==> src/rtl/alu_serial_rx.sv <==
// Serial front-end of the ALU: reassembles 11-bit packets from sin into B/A/CTL frames,
// checks count/CRC/opcode and offers the decoded frame over valid/ready. Optional: ALU_RX_TIMEOUT_EN.
module alu_serial_rx #(
   parameter int unsigned TIMEOUT_CYCLES = 64
) (
   input  logic        clk,
   input  logic        rst_n,
   input  logic        sin,
   output logic        out_valid,
   input  logic        out_ready,
   output logic [31:0] a_data,
   output logic [31:0] b_data,
   output logic [2:0]  op,
   output logic [2:0]  err_flags,
   output logic        overrun
);

   typedef enum logic [2:0] {
      S_IDLE,
      S_TYPE,
      S_DATA,
      S_STOP,
      S_WAIT_HIGH
   } state_e;

   state_e      state_q, state_d;
   logic [2:0]  bit_cnt_q, bit_cnt_d;
   logic        type_q, type_d;
   logic [7:0]  byte_q, byte_d;
   logic [63:0] shift_q, shift_d;
   logic [3:0]  pkt_cnt_q, pkt_cnt_d;
   logic        frame_err_q, frame_err_d;
   logic        fend_q, fend_d;
   logic [6:0]  ctl_q, ctl_d;
   logic        out_valid_q, out_valid_d;
   logic [31:0] a_q, a_d, b_q, b_d;
   logic [2:0]  op_q, op_d;
   logic [2:0]  err_q, err_d;
   logic        ovr_q, ovr_d;

   logic        pkt_done;
   logic        pkt_ferr;
   logic        err_data, err_crc, err_op;
   logic        op_legal;
   logic [3:0]  crc_calc;

`ifdef ALU_RX_TIMEOUT_EN
   localparam int unsigned ToW = $clog2(TIMEOUT_CYCLES + 1);
   logic [ToW-1:0] to_cnt_q, to_cnt_d;
`endif

   // Serial CRC x^4+x+1, init 0, MSB of d first.
   function automatic logic [3:0] crc4_f(input logic [67:0] d);
      logic [3:0] c;
      logic       fb;
      c = '0;
      for (int unsigned i = 0; i < 68; i++) begin
         fb = c[3] ^ d[67 - i];
         c  = {c[2], c[1], c[0] ^ fb, fb};
      end
      return c;
   endfunction

   always_comb begin
      state_d   = state_q;
      bit_cnt_d = bit_cnt_q;
      type_d    = type_q;
      byte_d    = byte_q;
      pkt_done  = 1'b0;
      pkt_ferr  = 1'b0;
      unique case (state_q)
         S_IDLE: begin
            if (!sin) state_d = S_TYPE;
         end
         S_TYPE: begin
            type_d    = sin;
            bit_cnt_d = '0;
            state_d   = S_DATA;
         end
         S_DATA: begin
            byte_d    = {byte_q[6:0], sin};
            bit_cnt_d = bit_cnt_q + 3'd1;
            if (bit_cnt_q == 3'd7) state_d = S_STOP;
         end
         S_STOP: begin
            if (sin) begin
               pkt_done = 1'b1;
               state_d  = S_IDLE;
            end else begin
               pkt_ferr = 1'b1;
               state_d  = S_WAIT_HIGH;
            end
         end
         S_WAIT_HIGH: begin
            if (sin) state_d = S_IDLE;
         end
         default: state_d = S_IDLE;
      endcase
   end

   // Frame checks are evaluated one cycle after the CTL stop bit, from registered frame state.
   always_comb begin
      crc_calc = crc4_f({shift_q, 1'b1, ctl_q[6:4]});
      unique case (ctl_q[6:4])
         3'b000, 3'b001, 3'b100, 3'b101: op_legal = 1'b1;
         default:                        op_legal = 1'b0;
      endcase
      err_data = (pkt_cnt_q != 4'd8) || frame_err_q;
      err_crc  = !err_data && (crc_calc != ctl_q[3:0]);
      err_op   = !err_data && !err_crc && !op_legal;
   end

   always_comb begin
      shift_d     = shift_q;
      pkt_cnt_d   = pkt_cnt_q;
      frame_err_d = frame_err_q;
      fend_d      = 1'b0;
      ctl_d       = ctl_q;
      out_valid_d = out_valid_q;
      a_d         = a_q;
      b_d         = b_q;
      op_d        = op_q;
      err_d       = err_q;
      ovr_d       = 1'b0;
`ifdef ALU_RX_TIMEOUT_EN
      to_cnt_d    = to_cnt_q;
`endif

      if (pkt_done && !type_q) begin
         shift_d = {shift_q[55:0], byte_q};
         if (pkt_cnt_q != 4'd9) pkt_cnt_d = pkt_cnt_q + 4'd1;
      end
      if (pkt_done && type_q) begin
         fend_d = 1'b1;
         ctl_d  = byte_q[6:0];
      end
      if (pkt_ferr) frame_err_d = 1'b1;

`ifdef ALU_RX_TIMEOUT_EN
      if (state_q == S_IDLE && !sin) begin
         to_cnt_d = '0;
      end else if (state_q == S_IDLE && pkt_cnt_q != 4'd0) begin
         if (to_cnt_q == ToW'(TIMEOUT_CYCLES - 1)) begin
            to_cnt_d    = '0;
            pkt_cnt_d   = '0;
            frame_err_d = 1'b0;
            shift_d     = '0;
         end else begin
            to_cnt_d = to_cnt_q + ToW'(1);
         end
      end
`endif

      if (out_valid_q && out_ready) out_valid_d = 1'b0;

      if (fend_q) begin
         pkt_cnt_d   = '0;
         frame_err_d = 1'b0;
         shift_d     = '0;
`ifdef ALU_RX_TIMEOUT_EN
         to_cnt_d    = '0;
`endif
         if (!out_valid_q || out_ready) begin
            out_valid_d = 1'b1;
            b_d         = shift_q[63:32];
            a_d         = shift_q[31:0];
            op_d        = ctl_q[6:4];
            err_d       = {err_data, err_crc, err_op};
         end else begin
            ovr_d = 1'b1;
         end
      end
   end

   always_ff @(posedge clk or negedge rst_n) begin
      if (!rst_n) begin
         state_q     <= S_IDLE;
         bit_cnt_q   <= '0;
         type_q      <= 1'b0;
         byte_q      <= '0;
         shift_q     <= '0;
         pkt_cnt_q   <= '0;
         frame_err_q <= 1'b0;
         fend_q      <= 1'b0;
         ctl_q       <= '0;
         out_valid_q <= 1'b0;
         a_q         <= '0;
         b_q         <= '0;
         op_q        <= '0;
         err_q       <= '0;
         ovr_q       <= 1'b0;
`ifdef ALU_RX_TIMEOUT_EN
         to_cnt_q    <= '0;
`endif
      end else begin
         state_q     <= state_d;
         bit_cnt_q   <= bit_cnt_d;
         type_q      <= type_d;
         byte_q      <= byte_d;
         shift_q     <= shift_d;
         pkt_cnt_q   <= pkt_cnt_d;
         frame_err_q <= frame_err_d;
         fend_q      <= fend_d;
         ctl_q       <= ctl_d;
         out_valid_q <= out_valid_d;
         a_q         <= a_d;
         b_q         <= b_d;
         op_q        <= op_d;
         err_q       <= err_d;
         ovr_q       <= ovr_d;
`ifdef ALU_RX_TIMEOUT_EN
         to_cnt_q    <= to_cnt_d;
`endif
      end
   end

   assign out_valid = out_valid_q;
   assign a_data    = a_q;
   assign b_data    = b_q;
   assign op        = op_q;
   assign err_flags = err_q;
   assign overrun   = ovr_q;

endmodule

==> config.mk <==
export PLATFORM = sky130hd
export DESIGN_NAME = alu_serial_rx
export DESIGN_NICKNAME = d
export VERILOG_FILES = /design/src/rtl/alu_serial_rx.sv
export SDC_FILE = /design/constraint.sdc
export NUM_CORES = 1
export LEC_CHECK = 0
export BUFFER_PORTS_ARGS = -buffer_cell sky130_fd_sc_hd__buf_2
export CORE_MARGIN = 2
export CORE_UTILIZATION = 59
export CTS_CLUSTER_DIAMETER = 50
export CTS_CLUSTER_SIZE = 25
export DETAILED_ROUTE_END_ITERATION = 12
export PLACE_DENSITY_LB_ADDON = 0.08
export REMOVE_ABC_BUFFERS = 1
export SLEW_MARGIN = 15
export SYNTH_ARGS = -nofsm -noshare
export SYNTH_HDL_FRONTEND = slang
export SYNTH_SLANG_ARGS = --single-unit
==> constraint.sdc <==
create_clock -name clk -period 4.9 [get_ports clk]
set_clock_uncertainty 0.2 [all_clocks]
set_input_delay 0 -clock clk [delete_from_list [all_inputs] [get_ports clk]]
set_output_delay 0 -clock clk [all_outputs]
set_load 0.005 [all_outputs]
==> impl_metrics.env, run 1 <==
export IMPL_clkTransAtPathRegs_ns=0.06
export IMPL_p_comb_share_pct=46.8
export IMPL_period_needed_ns=3.764
export IMPL_path_class="flip-flop to flip-flop"
export IMPL_clock_sinks=164
export IMPL_peakVddDrop_mv=0.6733
export IMPL_rsz0062_at_grt="false"
export IMPL_min_path_type="primary input to flip-flop"
export IMPL_cts_hold_buf=5
export IMPL_numCtsBuffers=17
export IMPL_status="finished, final reports clean"
export IMPL_mappedNetlistArea_um2=7609
export IMPL_n_antenna_cell=0
export IMPL_clkPwrFrac_pct=22.6
export IMPL_synthToLayoutAreaGrowth_pct=15.98
export IMPL_grt_first_pass_wirelength_mm=26.04
export IMPL_grt_pass1_vias=5043
export IMPL_slew_headroom_pct=31.70
export IMPL_synth_seq_cells=164
export IMPL_ios=76
export IMPL_totalWireLength_mm=15.32
export IMPL_ys_types=35
export IMPL_final_layout_size_suffix_gt1_share_pct=29.20
export IMPL_internal_power_mw=3.838
export IMPL_setup_viol=0
export IMPL_cts_resized=0
export IMPL_cellLeakagePower_nw=4.432
export IMPL_hold_viol=0
export IMPL_grt_max_degree=73
export IMPL_final_antenna_net_count=0
export IMPL_root_buffer="clkbuf_16"
export IMPL_switchingPower_mw=2.113
export IMPL_layout_setup_ws_ns=1.136
export IMPL_avgSynthCellArea_um2=11.96
export IMPL_r2r_setup_slack_ns=1.14
export IMPL_multi_input_area_um2=3372
export IMPL_tns_ns=0
export IMPL_vias=4901
export IMPL_drtIter0Drc=291
export IMPL_initial_core_util_pct=60.29
export IMPL_cts_tree="yes"
export IMPL_dr_pass1_iters=4
export IMPL_wl_per_cell_um=17.06
export IMPL_clk_latency_ns=0.42
export IMPL_placement_rows=41
export IMPL_pre_cts_ws_ns=1.197
export IMPL_finalMaxSlewViolations=0
export IMPL_layout_cells_most_common="dfrtp_1"
export IMPL_start_kind="flip-flop"
export IMPL_die_w_um=117.6
export IMPL_fp_coreArea_um2=12620
export IMPL_end_kind="flip-flop"
export IMPL_switching_share_pct=35.51
export IMPL_h_tree_depth=4
export IMPL_synth_async_reset_ratio_pct=100.0
export IMPL_final_nets=722
export IMPL_antenna_found_initial=0
export IMPL_post_cts_setup_buffers=0
export IMPL_cap_violations=0
export IMPL_fillers=968
export IMPL_dp_hpwl_mm=10.09
export IMPL_yosysWarnings=0
export IMPL_tightest_slew_ns=1.022
export IMPL_gp_congestion=0.8261
export IMPL_viasPerCell=5.458
export IMPL_synth_edf_count=0
export IMPL_path_max_fanout=4
export IMPL_track_usage_pct=23.95
export IMPL_seq_area_frac_synth_pct=53.94
export IMPL_cts_buffer_depth=2
export IMPL_power_mw=5.951
export IMPL_worst_ep_required_time_ns=5.06
export IMPL_seqCellArea_um2=4105
export IMPL_dieArea_um2=13820
export IMPL_synth_cells=636
export IMPL_synthFlopType="dfrtp_1"
export IMPL_min_period_over_period_pct=76.82
export IMPL_die_h_um=117.6
export IMPL_cp_arrival_ns=3.93
export IMPL_drc=0
export IMPL_power_density_nw_per_um2=674.3
export IMPL_power_frac_seq_pct=30.5
export IMPL_overflow=0
export IMPL_portBuffers=75
export IMPL_fmax_ghz=0.2657
export IMPL_final_cell_mix="dfrtp_1, nand2_1, mux2_2"
stage by stage:
step | utilization, % | hold WS [ns] | cell area, um^2 | std cells
final | 69.93 | 0.1618 | 8825 | 898
after floorplan | - | -0.4956 | 7496 | 606
after global placement | 64.69 | -0.2972 | 8164 | 861
after global routing | 69.93 | 0.2116 | 8825 | 898
after CTS | 69.93 | 0.1403 | 8825 | 898
after detailed placement | 64.69 | -0.2925 | 8164 | 861
critical path: stages, from the launching register on:
cell and delay [ns]:
dfrtp_1 0.45, xor2_1 0.18, xnor2_1 0.38, xnor3_1 0.47, xnor3_2 0.45, xnor2_1 0.42, xor2_1 0.23, o21ai_0 0.13
mux4_2 0.47, nor2b_2 0.14, a32o_2 0.17
metal layers:
| layer | wire (um) | global-route usage [%] | part of all wire (%) | vias up |
|---|---|---|---|---|
| met4 | 323 | 8.961 | 2.1 | 0 |
| met2 | 7713 | 39.73 | 50 | 107 |
| met1 | 6817 | 31.68 | 45 | 2470 |
| met5 | 0 | 0 | 0 | - |
| li1 | - | - | - | 2293 |
| met3 | 463 | 4.603 | 3.0 | 31 |
cell type report:
class | instances | share of cell area (%)
tap | 172 | 2.439
clock inverter | 12 | 1.744
timing repair buffer | 88 | 5.686
clock buffer | 20 | 5.062
inverter | 8 | 0.3403
multi-input combinational | 434 | 38.21
sequential | 164 | 46.52
synthesized netlist by cell type, types with 2 or more instances:
cell,instances,area share (%)
dfrtp_1,164,54
ha_1,5,0.82
nor3_1,9,0.59
nand2_1,135,6.7
clkbuf_1,23,1.1
buf_1,7,0.35
inv_1,8,0.39
a21oi_1,69,4.5
o21ai_0,5,0.33
mux2_2,83,12
xnor3_1,19,5.6
nand2b_1,2,0.16
xnor3_2,4,1.2
nand3_1,2,0.13
nor2_1,10,0.49
xor2_1,19,2.2
a22o_1,2,0.23
xnor2_1,53,6.1
flip-flops by register name, indices dropped and copies added (netlist names), 4 cells and up:
| register | count |
|---|---|
| a_data | 32 |
| b_data | 32 |
| byte_q | 8 |
| ctl_q | 7 |
| pkt_cnt_q | 4 |
| shift_q | 64 |
worst paths after layout:
check | from | endpoint | cells after the start
worst min-delay path | sin | state_q[2] | 3
worst min register to register | b_data[2] | b_data[2] | 1
worst max register to register | shift_q[57] | err_flags[0] | 10
max in group asynchronous | rst_n | fend_q | 4
min in group asynchronous | rst_n | a_data[29] | 4
worst max-delay path | shift_q[57] | err_flags[0] | 10
power by group through the flow:
stage / Sequential [mW] / Combinational [mW] / Clock [mW]
after floorplan: 1.77 / 2.29 / 0
after global placement: 1.83 / 2.65 / 0
after detailed placement: 1.84 / 2.77 / 0
after CTS: 1.82 / 2.79 / 1.36
after global routing: 1.86 / 3.06 / 1.42
final: 1.82 / 2.79 / 1.35
logic make-up (layout without fill, tap and decap cells):
logic type      Yosys count  count (layout)  synth area share (%)
simple gates            165             165                 8.782
flops                   164             164                 53.94
xor+xnor                 99              99                 16.36
mux                      85              85                 12.71
compound gates           80              80                 5.509
buf+inv                  38             128                 1.875
fa+ha+maj                 5               5                0.8222
No activity file was read; power rests on OpenSTA's default activity.
==> run 2: changes to the inputs <==
--- a/config.mk
+++ b/config.mk
@@ -5,9 +5,10 @@
 export SDC_FILE = /design/constraint.sdc
 export NUM_CORES = 1
 export LEC_CHECK = 0
+export ABC_AREA = 1
 export BUFFER_PORTS_ARGS = -buffer_cell sky130_fd_sc_hd__buf_2
 export CORE_MARGIN = 2
-export CORE_UTILIZATION = 59
+export CORE_UTILIZATION = 60
 export CTS_CLUSTER_DIAMETER = 50
 export CTS_CLUSTER_SIZE = 25
 export DETAILED_ROUTE_END_ITERATION = 12
==> constraint.sdc (replaced) <==
create_clock -name clk -period 3.9 [get_ports clk]
set_clock_uncertainty 0.2 [all_clocks]
set_input_delay 0 -clock clk [delete_from_list [all_inputs] [get_ports clk]]
set_output_delay 0 -clock clk [all_outputs]
set_load 0.005 [all_outputs]
==> run 2 against run 1 <==
  * The run now ends with setup timing left
  * Flip-flop and latch count did not move
  * Worst hold slack got worse by 0.12 ns
  * Register-to-register slack got worse by 3.5 ns
  * Wire length rose by 41%
  * First-iteration DRC count rose by 150%
  * Sequential share of layout area fell by 8.5 points
  * Fmax fell by 40%
  * Die area rose by 13%
  * Area after synthesis rose by 16%
  * Cell count rose by 62%
  * Cell area rose by 22%
==> impl_metrics.env, run 2 <==
export IMPL_cts_buffer_depth=2
export IMPL_min_path_type="primary input to async pin"
export IMPL_dieArea_um2=15650
export IMPL_final_antenna_net_count=0
export IMPL_dp_hpwl_mm=14.28
export IMPL_min_period_over_period_pct=160.5
export IMPL_ys_types=29
export IMPL_wl_per_cell_um=14.77
export IMPL_status="finished, violations left"
export IMPL_drc=0
export IMPL_final_layout_size_suffix_gt1_share_pct=33.28
export IMPL_die_w_um=125.1
export IMPL_layout_cells_most_common="nand2_1"
export IMPL_synthToLayoutAreaGrowth_pct=22.74
export IMPL_root_buffer="clkbuf_16"
export IMPL_ios=76
export IMPL_avgSynthCellArea_um2=7.746
export IMPL_grt_pass1_vias=7415
export IMPL_synth_cells=1136
export IMPL_vias=7999
export IMPL_clk_latency_ns=0.43
export IMPL_worst_ep_required_time_ns=4.02
export IMPL_viasPerCell=5.486
export IMPL_hold_viol=0
export IMPL_start_kind="flip-flop"
export IMPL_finalMaxSlewViolations=0
export IMPL_placed_area_um2=9688
export IMPL_synthFlopType="dfrtp_1"
export IMPL_totalWireLength_mm=21.54
export IMPL_synth_top_area_share_pct=46.64
export IMPL_reg2reg_to="err_flags[1]"
export IMPL_cp_arrival_ns=6.38
export IMPL_period_needed_ns=6.259
export IMPL_placement_rows=44
export IMPL_fmax_ghz=0.1598
export IMPL_seq_area_frac_synth_pct=46.64
export IMPL_synth_most_common_cell="nand2_1"
export IMPL_synth_top_area_cell="dfrtp_1"
export IMPL_cap_violations=0
export IMPL_violations="setup timing"
export IMPL_overflow=0
export IMPL_n_antenna_cell=0
export IMPL_dr_pass1_iters=5
export IMPL_tns_ns=-4.689
export IMPL_h_tree_depth=4
export IMPL_final_cell_mix="nand2_1, dfrtp_1, nand2_2"
export IMPL_gp_congestion=0.8487
export IMPL_initial_core_util_pct=61.01
export IMPL_synthTopCellsByCount="nand2_1, dfrtp_1, nand3_1"
export IMPL_track_usage_pct=27.31
export IMPL_path_common_cell="nand2_2"
export IMPL_final_nets=1270
export IMPL_setup_viol=2
export IMPL_startpoint="shift_q[62]"
export IMPL_rsz0062_at_grt="true"
export IMPL_path_class="flip-flop to flip-flop"
export IMPL_clock_sinks=164
export IMPL_yosysWarnings=0
export IMPL_die_h_um=125.1
export IMPL_critPathMaxStageDelay_ns=0.42
export IMPL_slowest_stage="dfrtp_1"
export IMPL_mappedNetlistArea_um2=8800
export IMPL_yosys_top_cells_area="dfrtp_1, nand2_1, nand3_1"
export IMPL_portBuffers=75
export IMPL_layout_setup_ws_ns=-2.359
export IMPL_top_register="shift_q"
export IMPL_largest_reg_flops=64
export IMPL_path_max_fanout=6
export IMPL_end_kind="flip-flop"
export IMPL_antenna_found_initial=0
export IMPL_synth_async_reset_ratio_pct=100.0
export IMPL_fin_area_um2=10800
export IMPL_reg2reg_from="shift_q[62]"
export IMPL_cts_tree="yes"
export IMPL_drtIter0Drc=721
export IMPL_tightest_slew_ns=1.039
export IMPL_synth_edf_count=0
export IMPL_grt_max_degree=109
export IMPL_numCtsBuffers=17
export IMPL_grt_first_pass_wirelength_mm=35.03
export IMPL_clkTransAtPathRegs_ns=0.07
export IMPL_rr_worst_depth=68
export IMPL_fp_coreArea_um2=14420
export IMPL_slew_headroom_pct=30.69
export IMPL_synth_seq_cells=164
export IMPL_r2r_setup_slack_ns=-2.36
-- run 2: cells by family (layout without fill, tap and decap cells) --
group / count (synthesis) / after routing / synth area share (%)
xor gates and xnor gates: 8 / 8 / 0.7963
AOI/OAI and AO/OA: 154 / 154 / 9.583
and+or+nand+nor: 616 / 616 / 33.98
DFF: 164 / 164 / 46.64
muxes: 2 / 2 / 0.2559
buffers and inverters: 187 / 325 / 8.033
adders and majority gates: 5 / 5 / 0.7109
-- run 2: worst max-delay path by stage --
stage	endpoint	slack [ns]
after global routing	err_flags[1]	-2.93
after global placement	err_flags[1]	-1.92
final	err_flags[1]	-2.36
after floorplan	err_flags[1]	-1.31
after detailed placement	err_flags[1]	-2.07
after CTS	err_flags[1]	-2.03
-- run 2: timing repair --
item / 4_1_cts / 5_1_grt
hold buffers: 3 / 0
pin swaps: 5 / 46
setup buffers: 6 / 2
gates resized for setup: 29 / 102
hold endpoints to repair: 110 / 0
setup endpoints to repair: 2 / 2
-- run 2: worst max-delay path, delay by kind of cell (launching register included) --
family | cells | cell delay, ns
flip-flops | 1 | 0.42
buffers and inverters | 6 | 0.47
AND/OR/NAND/NOR | 62 | 5.02
-- run 2: area by class of cell --
type	count	area, um^2
clock buffers	18	429.2
inverters	154	578.1
repair buffers	139	869.6
fillers	1107	3623
clock inverters	14	127.6
multi-input cells	785	4462
well taps	184	230.2
flip-flops and latches	164	4104
-- run 2: stage by stage --
stage	setup WS (ns)	cells	util [%]	hold slack [ns]
after floorplan	-1.307	1103	-	-0.4956
after global routing	-2.927	1458	74.88	0.1330
after global placement	-1.917	1415	67.17	-0.02603
after detailed placement	-2.074	1415	67.17	-0.02527
after CTS	-2.026	1456	72.24	0.08795
final	-2.359	1458	74.88	0.04292
-- run 2: per-layer routing --
metal  vias to the layer above  GRT usage (%)  share of wire, %
li1                       3910              -                 -
met1                      3779          37.18                44
met2                       258          44.88                49
met3                        52          4.450               4.8
met4                         0          9.412               2.5
met5                         -              0                 0
Power of run 2 is not shown: default switching activity piles up to over one toggle a cycle in this logic, so the estimate is an artifact.
